===== config.mk =====
export PLATFORM = sky130hd
export DESIGN_NAME = gba_fb_scanout
export DESIGN_NICKNAME = d
export VERILOG_FILES = /design/src/rtl/gba_fb_pkg.sv /design/src/rtl/gba_fb_vtiming.sv /design/src/rtl/gba_fb_scanout.sv
export SDC_FILE = /design/constraint.sdc
export NUM_CORES = 1
export LEC_CHECK = 0
export ABC_AREA = 1
export ABC_CLOCK_PERIOD_IN_PS = 3400
export CAP_MARGIN = 0
export CORE_ASPECT_RATIO = 1.1
export CORE_MARGIN = 1
export CORE_UTILIZATION = 30
export CTS_CLUSTER_SIZE = 14
export DETAILED_ROUTE_END_ITERATION = 10
export GPL_ROUTABILITY_DRIVEN = 0
export SYNTH_ARGS = -nofsm -noshare
export SYNTH_HDL_FRONTEND = slang
export SYNTH_HIERARCHICAL = 1
export SYNTH_SLANG_ARGS = --single-unit

===== constraint.sdc =====
create_clock -name i_clk -period 3.4 [get_ports i_clk]
set_input_delay 0.68 -clock i_clk [delete_from_list [all_inputs] [get_ports i_clk]]
set_output_delay 0.68 -clock i_clk [all_outputs]
set_load 0.1 [all_outputs]

===== src/rtl/gba_fb_pkg.sv =====
// Shared definitions for the GBA framebuffer scan-out: default video timing,
// the 240x160 source geometry, pixel word layout and small helpers.
package gba_fb_pkg;

  // Default 640x480@60 timing (pixel clocks / lines)
  localparam int unsigned DEF_H_ACTIVE = 640;
  localparam int unsigned DEF_H_FP     = 16;
  localparam int unsigned DEF_H_SYNC   = 96;
  localparam int unsigned DEF_H_BP     = 48;
  localparam int unsigned DEF_V_ACTIVE = 480;
  localparam int unsigned DEF_V_FP     = 10;
  localparam int unsigned DEF_V_SYNC   = 2;
  localparam int unsigned DEF_V_BP     = 33;

  // Default placement of the scaled window and framebuffer read latency
  localparam int unsigned DEF_X_OFF    = 80;
  localparam int unsigned DEF_Y_OFF    = 80;
  localparam int unsigned DEF_RD_LAT   = 1;

  // Source image geometry; every source pixel is shown as a 2x2 block
  localparam int unsigned SRC_W = 240;
  localparam int unsigned SRC_H = 160;
  localparam int unsigned WIN_W = 2 * SRC_W;
  localparam int unsigned WIN_H = 2 * SRC_H;

  // Widths and colour field positions in the 15-bit framebuffer word
  localparam int unsigned CNT_W  = 12;
  localparam int unsigned ADDR_W = 16;
  localparam int unsigned PIX_W  = 15;
  localparam int unsigned COL_W  = 5;
  localparam int unsigned R_LSB  = 10;
  localparam int unsigned G_LSB  = 5;
  localparam int unsigned B_LSB  = 0;

  typedef logic [CNT_W-1:0]  cnt_t;
  typedef logic [ADDR_W-1:0] addr_t;
  typedef logic [PIX_W-1:0]  pix_t;
  typedef logic [COL_W-1:0]  col_t;

  // Timing flags for one counter state, all active-high
  typedef struct packed {
    logic de;
    logic hsync;
    logic vsync;
    logic frame;
  } tflags_t;

  // Start address of a source row: row * 240 as 128+64+32+16 shift-add
  function automatic addr_t row_base(input logic [7:0] row);
    addr_t r;
    r = addr_t'(row);
    return (r << 7) + (r << 6) + (r << 5) + (r << 4);
  endfunction

  // Extract one 5-bit colour channel from a framebuffer word
  function automatic col_t color_field(input pix_t px, input int unsigned lsb);
    return col_t'(px >> lsb);
  endfunction

endpackage


===== src/rtl/gba_fb_vtiming.sv =====
// Raster counters and sync / display-enable decode for the scan-out.
// Flags describe the current counter state and are not delayed here.
module gba_fb_vtiming
  import gba_fb_pkg::*;
#(
  parameter int unsigned H_ACTIVE = DEF_H_ACTIVE,
  parameter int unsigned H_FP     = DEF_H_FP,
  parameter int unsigned H_SYNC   = DEF_H_SYNC,
  parameter int unsigned H_BP     = DEF_H_BP,
  parameter int unsigned V_ACTIVE = DEF_V_ACTIVE,
  parameter int unsigned V_FP     = DEF_V_FP,
  parameter int unsigned V_SYNC   = DEF_V_SYNC,
  parameter int unsigned V_BP     = DEF_V_BP
) (
  input  logic    i_clk,
  input  logic    i_rst,
  output cnt_t    o_h,
  output cnt_t    o_v,
  output tflags_t o_flags
);

  localparam int unsigned H_TOTAL = H_ACTIVE + H_FP + H_SYNC + H_BP;
  localparam int unsigned V_TOTAL = V_ACTIVE + V_FP + V_SYNC + V_BP;

  localparam cnt_t H_MAX   = cnt_t'(H_TOTAL - 1);
  localparam cnt_t V_MAX   = cnt_t'(V_TOTAL - 1);
  localparam cnt_t H_ACT   = cnt_t'(H_ACTIVE);
  localparam cnt_t V_ACT   = cnt_t'(V_ACTIVE);
  localparam cnt_t HS_LO   = cnt_t'(H_ACTIVE + H_FP);
  localparam cnt_t HS_HI   = cnt_t'(H_ACTIVE + H_FP + H_SYNC);
  localparam cnt_t VS_LO   = cnt_t'(V_ACTIVE + V_FP);
  localparam cnt_t VS_HI   = cnt_t'(V_ACTIVE + V_FP + V_SYNC);

  cnt_t    r_h;
  cnt_t    r_v;
  tflags_t w_flags;

  // Pixel counter wraps at end of line and advances the line counter
  // NOTE: sequential state uses non-blocking (<=) so every flop samples
  // pre-edge values regardless of block evaluation order.
  always_ff @(posedge i_clk or posedge i_rst) begin
    if (i_rst) begin
      r_h <= '0;
      r_v <= '0;
    end else if (r_h == H_MAX) begin
      r_h <= '0;
      r_v <= (r_v == V_MAX) ? '0 : r_v + cnt_t'(1);
    end else begin
      r_h <= r_h + cnt_t'(1);
    end
  end

  // Decode active region, sync pulses and first-pixel marker
  // NOTE: defaulting every field first keeps this block free of latches.
  always_comb begin
    w_flags       = '0;
    w_flags.de    = (r_h < H_ACT) && (r_v < V_ACT);
    w_flags.hsync = (r_h >= HS_LO) && (r_h < HS_HI);
    w_flags.vsync = (r_v >= VS_LO) && (r_v < VS_HI);
    w_flags.frame = (r_h == '0) && (r_v == '0);
  end

  assign o_h     = r_h;
  assign o_v     = r_v;
  assign o_flags = w_flags;

endmodule


===== src/rtl/gba_fb_scanout.sv =====
// Scans a 240x160 15-bit framebuffer out as a 2x-scaled 480x320 window
// inside a VGA raster. Address generation, flag alignment and colour
// output live here; raster timing comes from gba_fb_vtiming.
module gba_fb_scanout
  import gba_fb_pkg::*;
#(
  parameter int unsigned H_ACTIVE = DEF_H_ACTIVE,
  parameter int unsigned H_FP     = DEF_H_FP,
  parameter int unsigned H_SYNC   = DEF_H_SYNC,
  parameter int unsigned H_BP     = DEF_H_BP,
  parameter int unsigned V_ACTIVE = DEF_V_ACTIVE,
  parameter int unsigned V_FP     = DEF_V_FP,
  parameter int unsigned V_SYNC   = DEF_V_SYNC,
  parameter int unsigned V_BP     = DEF_V_BP,
  parameter int unsigned X_OFF    = DEF_X_OFF,
  parameter int unsigned Y_OFF    = DEF_Y_OFF,
  parameter int unsigned RD_LAT   = DEF_RD_LAT
) (
  input  logic        i_clk,
  input  logic        i_rst,
  output logic        o_rden,
  output logic [15:0] o_rdaddr,
  input  logic [14:0] i_rddata,
  output logic [4:0]  o_R,
  output logic [4:0]  o_G,
  output logic [4:0]  o_B,
  output logic        o_hsync,
  output logic        o_vsync,
  output logic        o_de,
  output logic        o_frame
);

  // Flags travel RD_LAT+2 stages: address register, RAM latency, colour register
  localparam int unsigned PIPE_D = RD_LAT + 2;

  localparam cnt_t X_LO = cnt_t'(X_OFF);
  localparam cnt_t X_HI = cnt_t'(X_OFF + WIN_W);
  localparam cnt_t Y_LO = cnt_t'(Y_OFF);
  localparam cnt_t Y_HI = cnt_t'(Y_OFF + WIN_H);

  cnt_t    w_h;
  cnt_t    w_v;
  tflags_t w_tflags;
  logic    w_in_win;
  cnt_t    w_dx;
  cnt_t    w_dy;
  addr_t   w_addr;

  logic                  r_rden;
  addr_t                 r_rdaddr;
  tflags_t [PIPE_D-1:0]  r_tpipe;
  logic    [RD_LAT:0]    r_wpipe;
  pix_t                  r_rgb;

  gba_fb_vtiming #(
    .H_ACTIVE (H_ACTIVE),
    .H_FP     (H_FP),
    .H_SYNC   (H_SYNC),
    .H_BP     (H_BP),
    .V_ACTIVE (V_ACTIVE),
    .V_FP     (V_FP),
    .V_SYNC   (V_SYNC),
    .V_BP     (V_BP)
  ) u_vtiming (
    .i_clk   (i_clk),
    .i_rst   (i_rst),
    .o_h     (w_h),
    .o_v     (w_v),
    .o_flags (w_tflags)
  );

  // Window test and source address: each source pixel covers 2x2 screen pixels
  always_comb begin
    w_in_win = (w_h >= X_LO) && (w_h < X_HI) && (w_v >= Y_LO) && (w_v < Y_HI);
    w_dx     = w_h - X_LO;
    w_dy     = w_v - Y_LO;
    w_addr   = row_base(8'(w_dy >> 1)) + addr_t'(8'(w_dx >> 1));
  end

  // Read request register; address parks at zero outside the window
  always_ff @(posedge i_clk or posedge i_rst) begin
    if (i_rst) begin
      r_rden   <= 1'b0;
      r_rdaddr <= '0;
    end else begin
      r_rden   <= w_in_win;
      r_rdaddr <= w_in_win ? w_addr : '0;
    end
  end

  // Delay lines aligning timing flags and window flag with returning data
  // NOTE: these short shift registers are cleared on reset so no stale
  // de/sync/frame from an abandoned frame leaks out after release.
  always_ff @(posedge i_clk or posedge i_rst) begin
    if (i_rst) begin
      r_tpipe <= '0;
      r_wpipe <= '0;
    end else begin
      r_tpipe <= {r_tpipe[PIPE_D-2:0], w_tflags};
      r_wpipe <= {r_wpipe[RD_LAT-1:0], w_in_win};
    end
  end

  // Colour register: framebuffer word inside the window, black elsewhere
  always_ff @(posedge i_clk or posedge i_rst) begin
    if (i_rst) begin
      r_rgb <= '0;
    end else begin
      r_rgb <= r_wpipe[RD_LAT] ? i_rddata : '0;
    end
  end

  assign o_rden   = r_rden;
  assign o_rdaddr = r_rdaddr;
  assign o_R      = color_field(r_rgb, R_LSB);
  assign o_G      = color_field(r_rgb, G_LSB);
  assign o_B      = color_field(r_rgb, B_LSB);
  assign o_de     = r_tpipe[PIPE_D-1].de;
  assign o_hsync  = ~r_tpipe[PIPE_D-1].hsync;
  assign o_vsync  = ~r_tpipe[PIPE_D-1].vsync;
  assign o_frame  = r_tpipe[PIPE_D-1].frame;

endmodule


## Yosys cells after proc, flatten, opt, wreduce, memory -nomap -nowiden

Cells that the tools add are included.

- Register bits after elaboration: 70
- Input port bits: 17
- Word-level logic and storage cells: 53

- Add/sub/neg operators: 8
- Magnitude comparators: 10
- Eq/ne operators: 2
- Multiplexer cells: 4
- Bitwise operators: 2
- Reductions and logical operators: 9

Operator list:

| kind | number |
|---|---|
| $lt A12 B10 Y1 const B | 3 |
| $lt A12 B9 Y1 const B | 3 |
| $add A12 B1 Y12 const B | 2 |
| $eq A12 B10 Y1 const B | 2 |
| $ge A12 B7 Y1 const B | 2 |
| $logic_not A12 Y1 | 2 |
| $mux W12 | 2 |
| $sub A9 B7 Y9 const B | 2 |
| $add A15 B14 Y16 | 1 |
| $add A16 B12 Y16 | 1 |
| $add A16 B13 Y16 | 1 |
| $add A16 B8 Y16 | 1 |
| $mux W16 | 1 |
| $mux W15 | 1 |
| $ge A12 B10 Y1 const B | 1 |
| $ge A12 B9 Y1 const B | 1 |
| $logic_and A1 B1 Y1 | 7 |
| $not A1 Y1 | 2 |

## Depth between registers and ports, before layout

Gate-level depths: netlist (run 1).

- Depth after elaboration: 6
- Depth in mapped cells: 20

## Modules after synthesis

Netlist (run 1), hierarchy kept.

Modules (own cells, without submodules):

| module | instances | cells an instance | area each (um2) | sequential area each (um2) |
|---|---|---|---|---|
| gba_fb_scanout | 1 | 280 | 2616.3 | 1126.1 |
| gba_fb_vtiming | 1 | 204 | 1531.5 | 600.6 |

## Worst setup path after synthesis (run 1)

No wires, ideal clock.

- Path type: register to register
- Start: reg u_vtiming.r_v[4], in the netlist u_vtiming/o_v[4]
- End: reg r_rdaddr[14], in the netlist o_rdaddr[14]
- Arrival: 3269 ps
- Required time: 3331 ps
- Slack: 62 ps
- Cell stages (with the launch flop): 20
- Buffers on the path: 0
- Clock period less this slack: 3338 ps
- Cells stage by stage: dfrtp_1 > inv_1 > ha_1 > inv_1 > nand2_1 > nand2_1 > inv_1 > fa_1 > inv_1 > fa_1 > inv_1 > ha_1 > ha_1 > nand2_1 > nand2_1 > a21oi_1 > nand2_1 > nand2_1 > nand2_1 > nor2_2

- Cells in the longest elaborated chain, start to end: 6
- Elaborated cells on any way between the ends: 10
- Those cells by class: add/sub: 5; order compare: 2; mux: 1; reduce/logical: 2

RTL lines:

| element | line | RTL |
|---|---|---|
| start: declaration | gba_fb_vtiming.sv:35 | `cnt_t r_v;` |
| start signal: assignment | gba_fb_vtiming.sv:47 | `r_v <= (r_v == V_MAX) ? '0 : r_v + cnt_t'(1);` |
| $sub A9 B7 Y9 | gba_fb_scanout.sv:76 | `w_dy = w_v - Y_LO;` |
| $add A15 B14 Y16 | gba_fb_pkg.sv:52 | `return (r << 7) + (r << 6) + (r << 5) + (r << 4);` |
| $add A16 B13 Y16 | gba_fb_pkg.sv:52 |  |
| $add A16 B12 Y16 | gba_fb_pkg.sv:52 |  |
| $add A16 B8 Y16 | gba_fb_scanout.sv:77 | `w_addr = row_base(8'(w_dy >> 1)) + addr_t'(8'(w_dx >> 1));` |
| $mux W16 (*) | gba_fb_scanout.sv:87 | `r_rdaddr <= w_in_win ? w_addr : '0;` |
| end signal: assignment | gba_fb_scanout.sv:87 |  |
| end: declaration | gba_fb_scanout.sv:50 | `addr_t r_rdaddr;` |

Every way passes the cells marked *; elsewhere a longest branch is shown, timed or not.
A chain may end at the register's enable or synchronous reset.

## Worst setup path in the final report (run 1)

- Start: reg u_vtiming.r_v[2], in the netlist u_vtiming/o_v[2]
- End: reg r_rdaddr[11], in the netlist o_rdaddr[11]

Same word-level chain as after synthesis.

==> summary.md, run 1 <==
| Metric | Value |
|---|---|
| Outcome | finished clean |
| Largest net degree at the start of global routing | 46 |
| Ys flop type | dfrtp_1 |
| Root Buffer | clkbuf_16 |
| Total Nets Final | 621 |
| Wirelength per Cell | 11.32 um |
| PortBufs | 52 |
| Critical path, cell by cell | inv_1 > fa_1 > inv_1 > fa_1 > inv_1 > fa_1 > inv_1 > ha_2 > inv_2 > fa_2 > nand3b_1 > nand2_2 > buf_4 > xnor2_2 > nor2_2 |
| Vias in the first global route | around 3.2k |
| Final HPWL DP | 6.482 mm |
| Hold EP | r_tpipe[7] |
| CTS buffer count | 9 |
| Worst setup SP type | flop |
| GRT Total Usage | 12.51% |
| DR WL met3 | 399 um |
| Peak supply drop | 0.0003456 V |
| Largest cells by area after synthesis | dfrtp_1 42%, ha_1 9.7%, inv_1 9.3%, nand2_1 8.9%, fa_1 6.8% |
| Cell Count, Final, Fillers Out | around 750 |
| Cts hold-fix bufs | 0 |
| Worst R2R Start | u_vtiming/o_v[2] |
| CTS tree | done |
| Clock-pin slew on the worst setup and hold paths | 0.06 ns |
| N_diodes | 0 |
| Clk_lat worst skew | 0.33 ns |
| Clk sinks | 69 |
| Place WS | approximately 0.051 ns |
| Post-Route WL | 8.454 mm |
| Area grow syn2layout | 28.93% |
| Leakage power | between 2 and 3 nW |
| Worst Skew | 0.008002 ns |
| Distinct cell type count after synthesis | 31 |
| DRC Markers | 0 |
| Yosys reg bits | 69 |
| Number of core rows | 44 |
| RR Endpoint | o_rdaddr[11] |
| CP Max Fanout | 3 |
| P per Cell Area | 332.2 nW/um2 |
| R2R Setup Slk | 0.14 ns |
| CP arrival | 3.46 ns |
| Max_cap viols | 0 |
| Worst Hold Path Cells | 0 |
| Hold_sp | r_tpipe[3] |
| Cells after Synth | 484 |
| DRC marker count from the first detailed-route iteration | 201 |
| First-pass GRT wire length | 14.17 mm |
| Hold Violations, Final | 0 |
| WL met2 | roughly 4.3 mm |
| Die area | 14300 um2 |
| Netlist Area Pre-Place | 4148 um2 |
| Final setup fails | 0 |
| Placed Area | 4946 um2 |
| Top-area cell type share of the netlist area | 41.63% |
| Fin crit share | 95.92% |
| Max incr delay on CP | 0.58 ns |
| Final Slew Violations | 0 |
| Hold WC Path Type | flop to flop |
| Vias per inst | 4.347 |
| CP max-delay cell | fa_1 |
| Placed cells | between 700 and 800 |
| Die Wd | 114.1 um |
| Initial antenna violation count | 0 |
| Cell taking the most area after synthesis | dfrtp_1 |
| Seq/Total Area, Yosys | 41.63% |
| Max frequency | 0.3066 GHz |
| Remaining Overflow, GRT | 0 |
| Synth Area per Inst | 8.570 um2 |
| Register area | between 1500 and 2000 um2 |
| Syn Nets | between 500 and 600 |
| Wl on met1 | 3.525 mm |
| Vias after detailed routing | 3247 |
| Synth async-reset ratio | 100.0% |
| Starting Density | 31.13% |
| Post-route cell area | 5348 um2 |
| Share of post-route cells with drive strength above 1 | 14.56% |
| Multi-input logic area | 2072 um2 |
| 1st-pass router iterations | 4 |
| Slack of the critical path | 0.1389 ns |
| DR top layer | met4 |
| Final worst hold slack | 0.3458 ns |
| CP required | 3.60 ns |
| Core Area | 13320 um2 |
| Yosys warns | 6 |
| H-Tree Depth | 3 |
| CTS Buffer Depth | 2 |
| Worst Tran Pin Value | slightly below 1 ns |
| Worst setup EP type | flop |
| Min Tclk post-route | 3.261 ns |
| Number of synthesized flops with an enable pin | 0 |
| CP most frequent cell | inv_1 |
| I/O pins | 53 |
| Slew HR | between 30% and 40% |
| Overall die height | about 130 um |
| RSZ-0062 raised after global routing | true |
| Final ANT Viol Nets | 0 |
| # fillers | around 1.3k |
| Post-Route Utilization | between 40% and 50% |
| Worst r2r path cells | 15 |
| Crit path kind | flop to flop |
## how the worst max path moves through the flow
stage | startpoint | to
floorplan | u_vtiming/o_v[4] | o_rdaddr[14]
global route | u_vtiming/o_h[5] | o_rdaddr[13]
finish | u_vtiming/o_v[2] | o_rdaddr[11]
CTS | u_vtiming/o_v[4] | o_rdaddr[14]
global placement | u_vtiming/o_v[4] | o_rdaddr[14]
detailed placement | u_vtiming/o_v[1] | o_rdaddr[13]
## report_power, final
part / internal (mW) / leakage, nW / switching (mW) / total (mW)
clock network: 0.568 / 0.134 / 0.353 / 0.921
registers: 0.822 / 0.934 / 0 / 0.822
logic: 0.0161 / 1.75 / 0.0178 / 0.0339
## sequential cells by signal, indices dropped and copies added, names as in the netlist
| name | cells |
|---|---|
| o_rdaddr | 16 |
| r_rgb | 15 |
| u_vtiming/o_h | 12 |
| u_vtiming/o_v | 12 |
| r_tpipe | 10 |
| r_wpipe | 2 |
| o_de | 1 |
| o_frame | 1 |
## critical path: cells and delay by family (launching register included)
| family | cells | cell delay, ns |
|---|---|---|
| buffers and inverters | 6 | 0.45 |
| DFF | 1 | 0.35 |
| adders and majority gates | 5 | 1.90 |
| xor gates and xnor gates | 1 | 0.10 |
| and+or+nand+nor | 3 | 0.33 |
## cell usage after synthesis (2+ instances only)
cell	count
nor4_1	2
xor2_1	14
nor2_1	46
o21ai_2	3
nor3_1	6
nand2_1	98
nand4_1	9
a21oi_1	9
nand3_1	27
inv_1	103
nand3b_1	6
xnor2_1	5
nand2_2	3
nor2_2	10
nor2_8	2
inv_2	2
dfrtp_1	69
buf_6	3
o21ai_1	3
fa_1	14
ha_1	32
o21ai_0	9
## per-stage QoR
step / total power, mW / TNS, ns
3_5_place_dp: 0.8718 / 0
2_1_floorplan: 0.8483 / 0
5_1_grt: 1.837 / -0.08658
3_3_place_gp: 0.8715 / 0
6_report: 1.776 / 0
4_1_cts: 1.802 / 0
## kinds of logic (layout without fill, tap and decap cells)
| kind of cell | after synthesis | after routing | synth area share, % |
|---|---|---|---|
| and+or+nand+nor | 214 | 214 | 23.92 |
| xor gates and xnor gates | 19 | 19 | 4.012 |
| adders and majority gates | 46 | 46 | 16.41 |
| AOI/OAI and AO/OA | 26 | 26 | 3.499 |
| buffers and inverters | 110 | 189 | 10.53 |
| DFF | 69 | 69 | 41.63 |
## cell type report
type | count | share of cell area (%)
multi-input cells | 305 | 38.75
flip-flops and latches | 69 | 32.29
repair buffers | 68 | 11.70
inverters | 105 | 7.370
well taps | 184 | 4.305
clock buffers | 9 | 4.212
clock inverters | 7 | 1.380
## cell usage in the layout (no fill, tap or decap), types with 2 or more instances in the layout
cell / count
xnor2_1: 3
a21oi_2: 2
ha_1: 27
nand2_2: 9
ha_2: 2
buf_4: 22
xnor2_2: 2
o21ai_0: 9
nor2_8: 2
xor2_1: 14
clkbuf_16: 9
o21ai_2: 3
nor3_1: 6
nand3b_1: 6
a21oi_1: 7
nand2_1: 92
fa_1: 13
clkdlybuf4s50_1: 46
dfrtp_1: 69
nand3_1: 26
clkinvlp_4: 4
nor2_2: 10
nor2_1: 46
o21ai_1: 3
nor4_1: 2
inv_2: 7
ha_4: 3
inv_1: 98
nand4_1: 9
## per-layer routing
| metal | vias to the layer above | GRT usage (%) |
|---|---|---|
| met5 | - | 0 |
| met4 | 0 | 6.570 |
| met3 | 15 | 2.472 |
| met2 | 89 | 21.85 |
| met1 | 1513 | 14.29 |
| li1 | 1630 | - |
## repair_timing
action                                  4_1_cts  5_1_grt
endpoints found under the setup margin        0        5
resized for setup                             0       21
buffers inserted                              0        2
endpoints found under the hold margin         0        0
(Power assumes the default switching activity.)
==> run 2: changes to the inputs <==
--- a/config.mk
+++ b/config.mk
@@ -8,12 +8,13 @@
 export ABC_AREA = 1
 export ABC_CLOCK_PERIOD_IN_PS = 3400
 export CAP_MARGIN = 0
-export CORE_ASPECT_RATIO = 1.1
+export CORE_ASPECT_RATIO = 1.4
 export CORE_MARGIN = 1
 export CORE_UTILIZATION = 30
 export CTS_CLUSTER_SIZE = 14
 export DETAILED_ROUTE_END_ITERATION = 10
 export GPL_ROUTABILITY_DRIVEN = 0
+export SKIP_CTS_REPAIR_TIMING = 1
 export SYNTH_ARGS = -nofsm -noshare
 export SYNTH_HDL_FRONTEND = slang
 export SYNTH_HIERARCHICAL = 1
==> run 2 against run 1 <==
Effect of this change: non-clock buffer count grew 1; critical endpoint unchanged; count of clock-buffer cells in the layout grew 2; combinational power grew 2%; sequential cell count is the same; power shrank 0.94%; via count is essentially flat; sequential power is essentially flat; first-iteration DRC count grew 3.0%; die area is essentially flat; clock skew shrank 0.0012 ns; setup slack lost 0.036 ns.
==> summary.md, run 2 (synthesis gave the netlist of run 1 again) <==
| Metric | Value |
|---|---|
| Outcome | finished clean |
| Final Slew Violations | 0 (unchanged) |
| CTS Buffer Depth | 2 (unchanged) |
| DR WL met3 | 308 um (-23%) |
| Placed Area | 4933 um2 (-0.25%) |
| Number of core rows | 50 (+14%) |
| P per Cell Area | 328.4 nW/um2 (-1.1%) |
| GRT Total Usage | 12.94% (+0.44 points) |
| Clock-pin slew on the worst setup and hold paths | 0.05 ns (about the same) |
| Starting Density | 30.84% (-0.30 points) |
| Fin crit share | 96.97% (+1.1 points) |
| Vias in the first global route | 3313 (+3.2%) |
| Cell Count, Final, Fillers Out | 745 (-0.27%) |
| Worst setup EP type | flop |
| Post-route cell area | 5358 um2 (+0.19%) |
| Overall die height | 141.1 um (+13%) |
| Worst Tran Pin Value | 0.9777 ns (-0.001941 ns) |
| Die area | 14310 um2 (about the same) |
| Most common cell after layout, fill and taps aside | inv_1 |
| 1st-pass router iterations | 4 (unchanged) |
| H-Tree Depth | 3 (unchanged) |
| Initial antenna violation count | 0 (unchanged) |
| Most frequent cells in the layout | 94 x inv_1, 92 x nand2_1, 69 x dfrtp_1, 45 x clkdlybuf4s50_1, 44 x nor2_1 |
| CP required | 3.59 ns (about the same) |
| Setup TNS | 0 ns (unchanged) |
| Placed cells | 726 (-0.41%) |
| Area grow syn2layout | 29.17% |
| CTS buffer count | 9 (unchanged) |
| Largest net degree at the start of global routing | 46 (unchanged) |
| Vias per inst | 4.361 (+0.33%) |
| Peak supply drop | 0.0001901 V (-45%) |
| RSZ-0062 raised after global routing | true |
| Max_cap viols | 0 (unchanged) |
| Min Tclk post-route | 3.297 ns (+0.03579 ns) |
| Share of post-route cells with drive strength above 1 | 16.16% (+1.6 points) |
| CTS tree | done |
| CP Max Fanout | 3 (unchanged) |
| N_diodes | 0 (unchanged) |
| Hold Violations, Final | 0 (unchanged) |
| Leakage power | 2.829 nW (+0.37%) |
| First-pass GRT wire length | 14.56 mm (+2.8%) |
| Worst Skew | 0.006789 ns (-0.001213 ns) |
| Die Wd | 101.4 um (-11%) |
| Max reg flops | 16 (unchanged) |
| Clk sinks | 69 (unchanged) |
| Final setup fails | 0 (unchanged) |
| Place WS | 0.03965 ns (-0.01098 ns) |
| DR top layer | met4 |
| Total Nets Final | 622 (+0.16%) |
| Max frequency | 0.3033 GHz (-1.1%) |
| Wl on met1 | 3.410 mm (-3.3%) |
| Slack of the critical path | 0.1031 ns (-0.03579 ns) |
| CP arrival | 3.49 ns (+0.03 ns) |
| Wirelength per Cell | 11.58 um (+2.3%) |
| Hold WC Path Type | flop to flop |
| Crit path kind | flop to flop |
| Final HPWL DP | 6.567 mm (+1.3%) |
| WL met2 | 4.728 mm (+8.8%) |
| DRC Markers | 0 (unchanged) |
| PortBufs | 52 (unchanged) |
| Remaining Overflow, GRT | 0 (unchanged) |
| Core Area | 13450 um2 (+0.96%) |
| Clk_lat worst skew | 0.32 ns (about the same) |
| Worst setup SP type | flop |
| Vias after detailed routing | 3249 (+0.062%) |
| I/O pins | 53 (unchanged) |
| Final ANT Viol Nets | 0 (unchanged) |
| Post-Route WL | 8.625 mm (+2.0%) |
| DRC marker count from the first detailed-route iteration | 207 (+3.0%) |
| Slew HR | 34.61% (+0.13 points) |
| Root Buffer | clkbuf_16 |
| Final worst hold slack | 0.3444 ns (-0.001458 ns) |
[run 2: cell type report]
class                   count  area (um2)
multi-input cells         305        2087
flip-flops and latches     69        1727
inverters                 105       394.1
clock buffers              11       242.7
repair buffers             69       630.6
fillers                  1343        8093
clock inverters             4       48.80
well taps                 182       227.7
[run 2: final timing paths]
kind / start / to / slack, ns / depth (start not counted)
max in group asynchronous: i_rst / o_rdaddr[12] / 1.86 / 2
max: u_vtiming/o_h[5] / o_rdaddr[11] / 0.10 / 18
min reg2reg: r_tpipe[6] / r_tpipe[10] / 0.34 / 0
max reg2reg: u_vtiming/o_h[5] / o_rdaddr[11] / 0.10 / 18
min: r_tpipe[6] / r_tpipe[10] / 0.34 / 0
min in group asynchronous: i_rst / r_tpipe[0] / 0.96 / 2
[run 2: per-stage QoR]
step	power (mW)	utilization (%)
floorplan	0.8483	-
global placement	0.8720	36.68
detailed placement	0.8725	36.68
CTS	1.795	38.85
global route	1.831	39.83
finish	1.760	39.83
[run 2: per-layer routing]
layer / vias to the layer above / track usage, %
li1: 1630 / -
met1: 1532 / 13.94
met2: 71 / 23.99
met3: 16 / 2.776
met4: 0 / 5.339
met5: - / 0
[run 2: where the power goes]
part / switching, mW / internal, mW
Sequential: 0 / 0.822
Clock: 0.321 / 0.582
Combinational: 0.0186 / 0.0161
[run 2: worst max-delay path, stage by stage (launching register included)]
cell	delay, ns
dfrtp_1	0.39
inv_2	0.08
ha_4	0.13
inv_2	0.03
nand2_2	0.07
nand2_2	0.07
xnor2_1	0.16
inv_1	0.09
fa_1	0.53
fa_1	0.41
inv_1	0.07
ha_2	0.18
inv_2	0.04
fa_2	0.38
nand3b_1	0.18
nand2_2	0.10
buf_4	0.12
xnor2_2	0.10
nor2_2	0.05
